## config.mk

```make
export PLATFORM = sky130hd
export DESIGN_NAME = osc_cmd_rx
export DESIGN_NICKNAME = d
export VERILOG_FILES = /design/src/rtl/osc_cmd_rx.sv
export SDC_FILE = /design/constraint.sdc
export NUM_CORES = 1
export LEC_CHECK = 0
export CORE_MARGIN = 5
export CORE_UTILIZATION = 55
export DETAILED_ROUTE_END_ITERATION = 10
export PLACE_DENSITY = 0.78
export SYNTH_ARGS = -nofsm -noshare
export SYNTH_HDL_FRONTEND = slang
export SYNTH_SLANG_ARGS = --single-unit
```

## constraint.sdc

```tcl
create_clock -name clk -period 3.8 [get_ports clk]
set_input_delay 0.38 -clock clk [delete_from_list [all_inputs] [get_ports clk]]
set_output_delay 0.38 -clock clk [all_outputs]
set_load 0.05 [all_outputs]
```

## src/rtl/osc_cmd_rx.sv

```systemverilog
// osc_cmd_rx: 8N1 UART receiver feeding a 4-byte command-frame parser
// (0xA5, CMD, DATA, CHK) that drives the capture control registers.
module osc_cmd_rx #(
   parameter int CLK_DIV      = 434,
   parameter int TIMEOUT_BITS = 32
) (
   input  logic       clk,
   input  logic       rst_n,
   input  logic       rx,
   output logic [7:0] rx_byte,
   output logic       rx_byte_valid,
   output logic       rx_ferr,
   output logic       cmd_valid,
   output logic [7:0] cmd,
   output logic [7:0] cmd_data,
   output logic       chk_err,
   output logic       cmd_err,
   output logic [7:0] trig_level,
   output logic       run,
   output logic [3:0] decim
);
   localparam int CW     = $clog2(CLK_DIV);
   localparam int TO_CYC = TIMEOUT_BITS * CLK_DIV;
   localparam int TW     = $clog2(TO_CYC + 1);

   typedef enum logic [2:0] {S_IDLE, S_START, S_DATA, S_STOP, S_BREAK} rx_state_t;
   typedef enum logic [1:0] {P_HDR, P_CMD, P_DATA, P_CHK} p_state_t;

   logic            rx_meta_q, rx_meta_d, rx_s_q, rx_s_d, rx_prev_q, rx_prev_d;
   rx_state_t       rx_st_q, rx_st_d;
   logic [CW-1:0]   cnt_q, cnt_d;
   logic [2:0]      bit_idx_q, bit_idx_d;
   logic [7:0]      shreg_q, shreg_d;
   logic [7:0]      rx_byte_q, rx_byte_d;
   logic            rx_byte_valid_q, rx_byte_valid_d, rx_ferr_q, rx_ferr_d;
   p_state_t        p_st_q, p_st_d;
   logic [7:0]      cmd_tmp_q, cmd_tmp_d, data_tmp_q, data_tmp_d;
   logic [TW-1:0]   idle_q, idle_d;
   logic [7:0]      cmd_q, cmd_d, cmd_data_q, cmd_data_d, trig_q, trig_d;
   logic            cmd_valid_q, cmd_valid_d, chk_err_q, chk_err_d, cmd_err_q, cmd_err_d;
   logic            run_q, run_d;
   logic [3:0]      decim_q, decim_d;

   // Synchroniser chain and edge-detect history
   always_comb begin
      rx_meta_d = rx;
      rx_s_d    = rx_meta_q;
      rx_prev_d = rx_s_q;
   end

   // UART receive FSM: mid-bit sampling, LSB first, stop-bit framing check
   always_comb begin
      rx_st_d         = rx_st_q;
      cnt_d           = cnt_q;
      bit_idx_d       = bit_idx_q;
      shreg_d         = shreg_q;
      rx_byte_d       = rx_byte_q;
      rx_byte_valid_d = 1'b0;
      rx_ferr_d       = 1'b0;
      unique case (rx_st_q)
         S_IDLE: begin
            if (rx_prev_q && !rx_s_q) begin
               rx_st_d = S_START;
               cnt_d   = '0;
            end
         end
         S_START: begin
            if (cnt_q == CW'(CLK_DIV/2 - 1)) begin
               cnt_d     = '0;
               bit_idx_d = '0;
               rx_st_d   = rx_s_q ? S_IDLE : S_DATA;
            end else begin
               cnt_d = CW'(cnt_q + 1'b1);
            end
         end
         S_DATA: begin
            if (cnt_q == CW'(CLK_DIV - 1)) begin
               cnt_d   = '0;
               shreg_d = {rx_s_q, shreg_q[7:1]};
               if (bit_idx_q == 3'd7) rx_st_d = S_STOP;
               else                   bit_idx_d = bit_idx_q + 3'd1;
            end else begin
               cnt_d = CW'(cnt_q + 1'b1);
            end
         end
         S_STOP: begin
            if (cnt_q == CW'(CLK_DIV - 1)) begin
               cnt_d = '0;
               if (rx_s_q) begin
                  rx_byte_d       = shreg_q;
                  rx_byte_valid_d = 1'b1;
                  rx_st_d         = S_IDLE;
               end else begin
                  rx_ferr_d = 1'b1;
                  rx_st_d   = S_BREAK;
               end
            end else begin
               cnt_d = CW'(cnt_q + 1'b1);
            end
         end
         S_BREAK: begin
            if (rx_s_q) rx_st_d = S_IDLE;
         end
         default: rx_st_d = S_IDLE;
      endcase
   end

   // Frame parser, silence timeout and control-register updates.
   // Silence only accrues while the receiver is idle, so a byte in flight
   // never counts toward the timeout regardless of TIMEOUT_BITS.
   always_comb begin
      p_st_d      = p_st_q;
      cmd_tmp_d   = cmd_tmp_q;
      data_tmp_d  = data_tmp_q;
      idle_d      = '0;
      cmd_d       = cmd_q;
      cmd_data_d  = cmd_data_q;
      trig_d      = trig_q;
      run_d       = run_q;
      decim_d     = decim_q;
      cmd_valid_d = 1'b0;
      chk_err_d   = 1'b0;
      cmd_err_d   = 1'b0;
      if (rx_ferr_q) begin
         p_st_d = P_HDR;
      end else if (rx_byte_valid_q) begin
         unique case (p_st_q)
            P_HDR:  if (rx_byte_q == 8'hA5) p_st_d = P_CMD;
            P_CMD:  begin cmd_tmp_d  = rx_byte_q; p_st_d = P_DATA; end
            P_DATA: begin data_tmp_d = rx_byte_q; p_st_d = P_CHK;  end
            P_CHK: begin
               p_st_d = P_HDR;
               if (rx_byte_q != (cmd_tmp_q ^ data_tmp_q)) begin
                  chk_err_d = 1'b1;
               end else begin
                  unique case (cmd_tmp_q)
                     8'h01:   trig_d  = data_tmp_q;
                     8'h02:   run_d   = data_tmp_q[0];
                     8'h03:   decim_d = data_tmp_q[3:0];
                     default: cmd_err_d = 1'b1;
                  endcase
                  if (!cmd_err_d) begin
                     cmd_valid_d = 1'b1;
                     cmd_d       = cmd_tmp_q;
                     cmd_data_d  = data_tmp_q;
                  end
               end
            end
            default: p_st_d = P_HDR;
         endcase
      end else if (p_st_q != P_HDR && rx_st_q == S_IDLE) begin
         if (idle_q == TW'(TO_CYC - 1)) p_st_d = P_HDR;
         else                          idle_d = TW'(idle_q + 1'b1);
      end
   end

   // State registers; synchroniser resets to line-idle level
   always_ff @(posedge clk) begin
      if (!rst_n) begin
         rx_meta_q <= 1'b1;  rx_s_q <= 1'b1;  rx_prev_q <= 1'b1;
         rx_st_q <= S_IDLE;  cnt_q <= '0;  bit_idx_q <= '0;  shreg_q <= '0;
         rx_byte_q <= '0;  rx_byte_valid_q <= 1'b0;  rx_ferr_q <= 1'b0;
         p_st_q <= P_HDR;  cmd_tmp_q <= '0;  data_tmp_q <= '0;  idle_q <= '0;
         cmd_q <= '0;  cmd_data_q <= '0;  trig_q <= '0;  run_q <= 1'b0;  decim_q <= '0;
         cmd_valid_q <= 1'b0;  chk_err_q <= 1'b0;  cmd_err_q <= 1'b0;
      end else begin
         rx_meta_q <= rx_meta_d;  rx_s_q <= rx_s_d;  rx_prev_q <= rx_prev_d;
         rx_st_q <= rx_st_d;  cnt_q <= cnt_d;  bit_idx_q <= bit_idx_d;  shreg_q <= shreg_d;
         rx_byte_q <= rx_byte_d;  rx_byte_valid_q <= rx_byte_valid_d;  rx_ferr_q <= rx_ferr_d;
         p_st_q <= p_st_d;  cmd_tmp_q <= cmd_tmp_d;  data_tmp_q <= data_tmp_d;  idle_q <= idle_d;
         cmd_q <= cmd_d;  cmd_data_q <= cmd_data_d;  trig_q <= trig_d;  run_q <= run_d;
         decim_q <= decim_d;
         cmd_valid_q <= cmd_valid_d;  chk_err_q <= chk_err_d;  cmd_err_q <= cmd_err_d;
      end
   end

   assign rx_byte       = rx_byte_q;
   assign rx_byte_valid = rx_byte_valid_q;
   assign rx_ferr       = rx_ferr_q;
   assign cmd_valid     = cmd_valid_q;
   assign cmd           = cmd_q;
   assign cmd_data      = cmd_data_q;
   assign chk_err       = chk_err_q;
   assign cmd_err       = cmd_err_q;
   assign trig_level    = trig_q;
   assign run           = run_q;
   assign decim         = decim_q;
endmodule

```

==> results.json, run 1 <==
{
  "status": "completed",
  "layout-drive-gt1-share": 0.0608,
  "synthToLayoutAreaGrowth_pct": 16.6,
  "yosysTopAreaCell": "dfxtp_1",
  "grt_overflow": 0,
  "viasPerCell": 5.47,
  "min_path_cells": 1,
  "met1_usage": 0.251,
  "clockBufferDepth": 2,
  "synth_area_um2": 4310,
  "crit_type": "reg2reg",
  "min_to": "rx_prev_d$_SDFF_PN1_",
  "fp.dieArea_um2": 9710,
  "synth-seq-cells": 100,
  "irDropWorstVdd_mv": 0.312,
  "max-cap-violations": 0,
  "cp.required_ps": 4050,
  "grt_pass1_wl_um": 14800,
  "diodes": 0,
  "synth.top_cell.area_share": 0.464,
  "rrSetupSlack_ps": 1290,
  "final_area_um2": 5030,
  "synth_edf_count": 0,
  "drt-total-wl_um": 8670,
  "path_clk_slew_ps": 90,
  "core-area_um2": 7690,
  "nets": 519,
  "drtIter0Drc": 96,
  "finalSetupViolCount": 0,
  "synth_warnings": 0,
  "tightest_slew_ps": 707,
  "root_buffer": "clkbuf_8",
  "cts_setup_buffers": 0,
  "placed_area_um2": 4830,
  "yosysMostFrequentCell": "dfxtp_1",
  "hpwl_um": 6370,
  "row_count": 32,
  "p_per_area_nw_per_um2": 397,
  "num_vias": 3349,
  "hold_ws_ps": 427,
  "cts_resized": 0,
  "grt_max_degree": 38,
  "cts_made_buffers": 9,
  "grt_setup_unrepaired": "false",
  "die_h_um": 98.6,
  "drc_errors": 0,
  "finalHoldViolations": 0,
  "async_reset_ff_frac": 0,
  "min_period_ps": 2510,
  "synth_commonest_cells": "100 x dfxtp_1, 72 x nand2_1, 47 x nor2_1",
  "timing.rr.end": "cmd[5]$_SDFFE_PN0P_",
  "yosysUniqueCellTypes": 48,
  "hold_class": "reg2reg",
  "r2r-start": "rx_byte[1]$_SDFFE_PN0P_",
  "crit_fanout": 8,
  "initial_core_util": 0.561,
  "holdBufCountCts": 0,
  "antenna_found_initial": 0,
  "grt.busiest_layer": "met2",
  "cts_tree": "yes",
  "clock-sinks": 100,
  "stdcell_count": 612,
  "h-tree-depth": 3,
  "ys.flop_type": "dfxtp_1",
  "critPathLaunchType": "flip-flop",
  "cp.arrival_ps": 2760,
  "pin_count": 45,
  "drt-wirelength-per-cell_um": 14.2,
  "min_from": "rx_meta_q$_SDFF_PN1_",
  "slew_headroom": 0.528,
  "grt_usage": 0.183,
  "synth_cells": 466,
  "skew_ps": 10.7,
  "synth.top_cells.by_area": "dfxtp_1 46%, mux2i_1 10%, nand2_1 6.3%, nor2_1 4.1%, nand3_1 3.8%",
  "clk_latency_ps": 350,
  "grt_use_met3": 0.0361,
  "syn-num-nets": 480,
  "dieWidth_um": 98.6,
  "p_leak_nw": 1.81,
  "io_buffers": 44,
  "final_antenna_net_count": 0,
  "critPathCaptureType": "flip-flop",
  "reg2reg_depth": 5,
  "tns_ps": 0,
  "yosysSeqAreaShare": 0.464,
  "grtUsageMet2": 0.288,
  "first_pass_iters": 4,
  "slew_violations": 0,
  "crit_start": "rx_byte[1]$_SDFFE_PN0P_",
  "place.gp.congestion": 0.855,
  "dp_cells": 596,
  "avgSynthCellArea_um2": 9.26,
  "grt_pass1_vias": 3142,
  "period_share": 0.662,
  "max_clock_freq_mhz": 398
}
## cell usage in the layout (no fill, tap or decap), types with 5 or more instances in the layout
cell	n
dfxtp_1	100
nand2_1	72
nor2_1	47
clkdlybuf4s50_1	44
mux2i_1	43
nand3_1	33
a21oi_1	23
and3_1	12
xnor2_1	11
ha_1	11
clkbuf_8	9
inv_1	8
nand2b_1	6
xnor3_1	6
a31oi_1	5
o21ai_0	5
nor4_1	5
xor2_1	5
nor3_1	5
buf_4	5
## registers in the layout, indices dropped and copies added (netlist names), 4 cells and up
name	count
trig_level	8
idle_q	14
cnt_q	9
cmd_data	8
decim	4
cmd	8
shreg_q	8
cmd_tmp_q	8
data_tmp_q	8
rx_byte	8
## metrics by stage
stage / total power (W) / utilization / setup slack [ps]
after global placement: 0.00134 / 0.629 / 1350
after floorplan: 0.00129 / - / 1220
after global routing: 0.00208 / 0.654 / 1070
after CTS: 0.00201 / 0.654 / 1290
final: 0.00200 / 0.654 / 1290
after detailed placement: 0.00134 / 0.629 / 1290
## worst max path at each step
stage          slack, ps                       to
2_1_floorplan       1220      cmd[2]$_SDFFE_PN0P_
3_3_place_gp        1350      cmd[3]$_SDFFE_PN0P_
3_5_place_dp        1290  rx_byte[7]$_SDFFE_PN0P_
4_1_cts             1290  rx_byte[7]$_SDFFE_PN0P_
5_1_grt             1070  rx_byte[0]$_SDFFE_PN0P_
6_report            1290      cmd[5]$_SDFFE_PN0P_
## layout make-up
type / instances / area (µm²)
Fill cell: 667 / 2660
Tap cell: 102 / 128
Timing Repair Buffer: 49 / 478
Sequential cell: 100 / 2000
Inverter: 8 / 30.0
Clock buffer: 9 / 124
Clock inverter: 7 / 71.3
Multi-Input combinational cell: 337 / 2200
## per-layer routing
layer / up-vias / share of wire / wire, µm
li1: 1701 / - / -
met5: - / 0 / 0
met4: 0 / 0.012 / 101
met3: 8 / 0.037 / 322
met2: 59 / 0.47 / 4040
met1: 1581 / 0.49 / 4210
## cells by family (layout without fill, tap and decap cells)
family / after synthesis / in the layout / share of synthesized area
flops: 100 / 100 / 0.464
xor+xnor: 22 / 22 / 0.0638
compound gates: 45 / 45 / 0.0606
fa+ha+maj: 11 / 11 / 0.0319
simple gates: 216 / 216 / 0.252
mux: 43 / 43 / 0.0998
buf+inv: 29 / 73 / 0.0279
## critical path: stages, from the launching register on
cell and delay [ps]:
dfxtp_1 530, xnor3_1 270, nand4_1 70, or4b_1 720
or4_4 610, and3_1 200
## where the power goes
group	switching, W	internal (W)
sequential	0.0000329	0.00107
clock	0.000365	0.000308
combinational	0.000143	0.0000810
Power figures use the tool's default switching activity.
==> run 2: changes to the inputs <==
Clock period 3.8 ns to 2.4 ns, I/O delays scaled along.
==> results.json, run 2 (synthesis gave the netlist of run 1 again) <==
{
  "status": "completed",
  "switchingPower_w": 0.000852,
  "num_vias": 3440,
  "min_to": "rx_prev_d$_SDFF_PN1_",
  "hpwl_um": 6610,
  "dieWidth_um": 98.6,
  "switching_share": 0.279,
  "viasPerCell": 5.50,
  "multi_input_area_um2": 2210,
  "final_area_um2": 5140,
  "min_period_ps": 2290,
  "final_common_cell": "dfxtp_1",
  "skew_ps": 11.7,
  "holdBufCountCts": 0,
  "max_clock_freq_mhz": 436,
  "regMostFlops": "idle_q",
  "p_clk_frac": 0.316,
  "grt_max_degree": 34,
  "drtIter0Drc": 159,
  "row_count": 32,
  "cts_made_buffers": 9,
  "grt_setup_unrepaired": "false",
  "finalHoldViolations": 0,
  "crit_type": "reg2reg",
  "timing.rr.end": "decim[3]$_SDFFE_PN0P_",
  "diodes": 0,
  "slew_headroom": 0.611,
  "slew_violations": 0,
  "nets": 532,
  "drt-total-wl_um": 8990,
  "placed_area_um2": 4940,
  "grt_pass1_wl_um": 15300,
  "crit_fanout": 7,
  "p_per_area_nw_per_um2": 593,
  "initial_core_util": 0.561,
  "tns_ps": 0,
  "reg2reg_depth": 7,
  "r2r-start": "cmd_tmp_q[5]$_SDFFE_PN0P_",
  "fin_ws_ps": 108,
  "final_cell_mix": "92 x dfxtp_1, 72 x nand2_1, 47 x nor2_1",
  "drt-wirelength-per-cell_um": 14.4,
  "hold_class": "reg2reg",
  "min_path_cells": 1,
  "grt_overflow": 0,
  "p_seq_frac": 0.569,
  "period_share": 0.955,
  "antenna_found_initial": 0,
  "grt_pass1_vias": 3227,
  "first_pass_iters": 4,
  "core-area_um2": 7690,
  "largestRegisters": "idle_q (14), cnt_q (9)",
  "clock-sinks": 100,
  "fp.dieArea_um2": 9710,
  "critPathCaptureType": "flip-flop",
  "min_from": "rx_meta_q$_SDFF_PN1_",
  "pre_cts_ws_ps": 57.7,
  "max-cap-violations": 0,
  "clockBufferDepth": 2,
  "drc_errors": 0,
  "largest_register_ffs": 14,
  "p_int_w": 0.00220,
  "critPathLaunchType": "flip-flop",
  "cts_tree": "yes",
  "path_clk_slew_ps": 100,
  "cp.arrival_ps": 2580,
  "grt_usage": 0.188,
  "irDropWorstVdd_mv": 0.564,
  "comb_power_share": 0.115,
  "rrSetupSlack_ps": 110,
  "layout-drive-gt1-share": 0.0975,
  "io_buffers": 44,
  "synthToLayoutAreaGrowth_pct": 19.2,
  "root_buffer": "clkbuf_8",
  "p_leak_nw": 1.86,
  "fill_cells": 641,
  "final_antenna_net_count": 0,
  "finalSetupViolCount": 0,
  "place.gp.congestion": 0.797,
  "tightest_slew_ps": 580,
  "h-tree-depth": 3,
  "clk_latency_ps": 360,
  "register_area_um2": 2010,
  "cp.required_ps": 2690,
  "pin_count": 45,
  "die_h_um": 98.6
}
-- run 2: cell types whose count changed in the layout (fill, tap and decap cells not counted), sizes merged --
cell and delta:
clkbuf +1, clkinv -3, clkinvlp +4, buf +13, inv -1, bufinv -1
-- run 2: per-layer routing --
layer / vias to the layer above / wire (µm) / GRT usage
met5: - / 0 / 0
met4: 0 / 57 / 0.0473
met3: 7 / 554 / 0.0460
met2: 93 / 4060 / 0.290
met1: 1619 / 4320 / 0.267
li1: 1721 / - / -
-- run 2: power by group through the flow --
stage | sequential, W | combinational [W] | clock (W)
2_1_floorplan | 0.00174 | 0.000309 | 0
3_3_place_gp | 0.00177 | 0.000338 | 0
3_5_place_dp | 0.00178 | 0.000346 | 0
4_1_cts | 0.00174 | 0.000350 | 0.000994
5_1_grt | 0.00175 | 0.000392 | 0.00107
6_report | 0.00174 | 0.000350 | 0.000964
-- run 2: through the flow --
stage	util	cells	hold slack [ps]	total power (W)
floorplan	-	466	341	0.00205
detailed placement	0.643	607	397	0.00212
global route	0.669	625	452	0.00321
finish	0.669	625	414	0.00305
CTS	0.665	623	419	0.00308
global placement	0.643	607	389	0.00211
-- run 2: layout make-up --
type                    count  share of cell area
multi-input cells         337               0.429
flip-flops and latches    100               0.391
repair buffers             62               0.115
clock buffers              10              0.0248
well taps                 102              0.0248
clock inverters             6             0.00925
inverters                   8             0.00584
-- run 2: how the worst max path moves through the flow --
stage / from / to / slack, ps / depth (start not counted)
after global placement: cmd_tmp_q[5]$_SDFFE_PN0P_ / cmd_data[0]$_SDFFE_PN0P_ / 140 / 7
final: cmd_tmp_q[5]$_SDFFE_PN0P_ / decim[3]$_SDFFE_PN0P_ / 110 / 7
after detailed placement: cmd_tmp_q[5]$_SDFFE_PN0P_ / cmd_data[1]$_SDFFE_PN0P_ / 60 / 7
after floorplan: rx_byte[4]$_SDFFE_PN0P_ / cmd[2]$_SDFFE_PN0P_ / 50 / 6
after global routing: cmd_tmp_q[5]$_SDFFE_PN0P_ / decim[3]$_SDFFE_PN0P_ / 4 / 7
after CTS: cmd_tmp_q[5]$_SDFFE_PN0P_ / cmd_data[1]$_SDFFE_PN0P_ / 30 / 7
-- run 2: critical path: stages, from the launching register on --
cell and delay [ps]:
dfxtp_1 340, xnor3_1 370, nand4_1 110, or4b_1 560
buf_4 200, nor4_4 260, buf_4 190, mux2i_1 190
-- run 2: what timing repair did --
action | 4_1_cts | 5_1_grt
buffers inserted | 0 | 1
gates resized for setup | 0 | 5
setup endpoints to repair | 0 | 14
==> run 3: changes to the inputs <==
Settings changed: SLEW_MARGIN set to 20.
Clock period 2.4 ns to 2.3 ns, I/O delays scaled along.
==> results.json, run 3 (synthesis gave the netlist of run 1 again) <==
{
  "fp.dieArea_um2": 9710,
  "antenna_found_initial": 0,
  "path_clk_slew_ps": 100,
  "hold_class": "reg2reg",
  "grt_overflow": 0,
  "io_buffers": 44,
  "clk_latency_ps": 360,
  "holdBufCountCts": 0,
  "multi_input_area_um2": 2200,
  "first_pass_iters": 4,
  "place.gp.congestion": 0.873,
  "pre_cts_ws_ps": -93.9,
  "slew_headroom": 0.560,
  "core-area_um2": 7690,
  "status": "completed",
  "switching_share": 0.272,
  "row_count": 32,
  "p_per_area_nw_per_um2": 624,
  "skew_ps": 14.5,
  "clock-sinks": 100,
  "p_seq_frac": 0.551,
  "final_antenna_net_count": 0,
  "initial_core_util": 0.561,
  "grt_pass1_vias": 3304,
  "crit_fanout": 8,
  "layout-drive-gt1-share": 0.123,
  "cp.arrival_ps": 2500,
  "die_h_um": 98.6,
  "num_vias": 3461,
  "drtIter0Drc": 121,
  "synthToLayoutAreaGrowth_pct": 22.2,
  "root_buffer": "clkbuf_8",
  "switchingPower_w": 0.000894,
  "fin_ws_ps": 79.2,
  "cts_tree": "yes",
  "cp_slowest_cell": "or4b_4",
  "p_leak_nw": 1.96,
  "register_area_um2": 2020,
  "regMostFlops": "idle_q",
  "final_cell_mix": "92 x dfxtp_1, 72 x nand2_1, 47 x nor2_1",
  "diodes": 0,
  "grt_max_degree": 40,
  "reg2reg_depth": 7,
  "pin_count": 45,
  "cp.required_ps": 2580,
  "critPathCaptureType": "flip-flop",
  "nets": 546,
  "max-cap-violations": 0,
  "final_common_cell": "dfxtp_1",
  "total_power_w": 0.00329,
  "crit_type": "reg2reg",
  "min_period_ps": 2220,
  "max_clock_freq_mhz": 450,
  "grt_setup_unrepaired": "true",
  "tightest_slew_ps": 656,
  "drc_errors": 0,
  "comb_power_share": 0.117,
  "drt-wirelength-per-cell_um": 14.6,
  "h-tree-depth": 3,
  "path_cells": "xnor3_1 > nand2_1 > or4b_4 > buf_4 > nor3_4 > buf_12 > mux2i_1",
  "min_path_cells": 1,
  "dieWidth_um": 98.6,
  "finalHoldViolations": 0,
  "fill_cells": 636,
  "critPathLaunchType": "flip-flop",
  "grt_usage": 0.200,
  "finalSetupViolCount": 0,
  "viasPerCell": 5.42,
  "drt-total-wl_um": 9330,
  "max_stage_delay_ps": 590,
  "largest_register_ffs": 14,
  "clockBufferDepth": 2,
  "grt_pass1_wl_um": 16100,
  "p_int_w": 0.00239,
  "p_clk_frac": 0.332,
  "slew_violations": 0,
  "hpwl_um": 7040,
  "irDropWorstVdd_mv": 0.407,
  "cts_made_buffers": 9,
  "largestRegisters": "idle_q (14), cnt_q (9)",
  "period_share": 0.966
}
## run 3: timing repair
item                       CTS  global route
setup endpoints to repair   16            21
buffers inserted             2             0
gates resized for setup      1             0
pin swaps                    1             3
## run 3: layout make-up
class / instances / share of cell area
sequential: 100 / 0.384
clock inverter: 4 / 0.00570
timing repair buffer: 76 / 0.132
multi-input combinational: 337 / 0.418
tap: 102 / 0.0242
inverter: 8 / 0.00570
clock buffer: 12 / 0.0316
## run 3: path summary, 6_finish.rpt
kind / start / endpoint / slack, ps
max: cmd_tmp_q[6]$_SDFFE_PN0P_ / trig_level[4]$_SDFFE_PN0P_ / 80
min: rx_meta_q$_SDFF_PN1_ / rx_prev_d$_SDFF_PN1_ / 430
max reg2reg: cmd_tmp_q[6]$_SDFFE_PN0P_ / trig_level[4]$_SDFFE_PN0P_ / 80
min reg2reg: rx_meta_q$_SDFF_PN1_ / rx_prev_d$_SDFF_PN1_ / 430
## run 3: per-stage QoR
step	hold slack [ps]	instances	utilization	setup TNS, ps	instance area, µm²
detailed placement	404	621	0.658	-502	5050
finish	432	639	0.686	0	5270
global route	436	639	0.686	-363	5270
CTS	428	639	0.686	0	5270
floorplan	331	466	-	0	4330
global placement	404	621	0.658	0	5050
## run 3: power by group through the flow
stage / sequential [W] / combinational (W) / clock [W]
3_3_place_gp: 0.00185 / 0.000378 / 0
4_1_cts: 0.00181 / 0.000380 / 0.00112
2_1_floorplan: 0.00181 / 0.000323 / 0
6_report: 0.00181 / 0.000386 / 0.00109
5_1_grt: 0.00182 / 0.000427 / 0.00119
3_5_place_dp: 0.00185 / 0.000378 / 0
## run 3: critical path, delay by kind of cell (launching register included)
family	cells	cell delay, ps
simple gates	3	880
xor+xnor	1	370
flops	1	340
mux	1	210
buf+inv	2	350
## run 3: metal layers
layer | share of wire | track usage | wire length, µm
met1 | 0.46 | 0.267 | 4320
met2 | 0.47 | 0.325 | 4380
met3 | 0.053 | 0.0375 | 495
met4 | 0.013 | 0.0704 | 125
met5 | 0 | 0 | 0
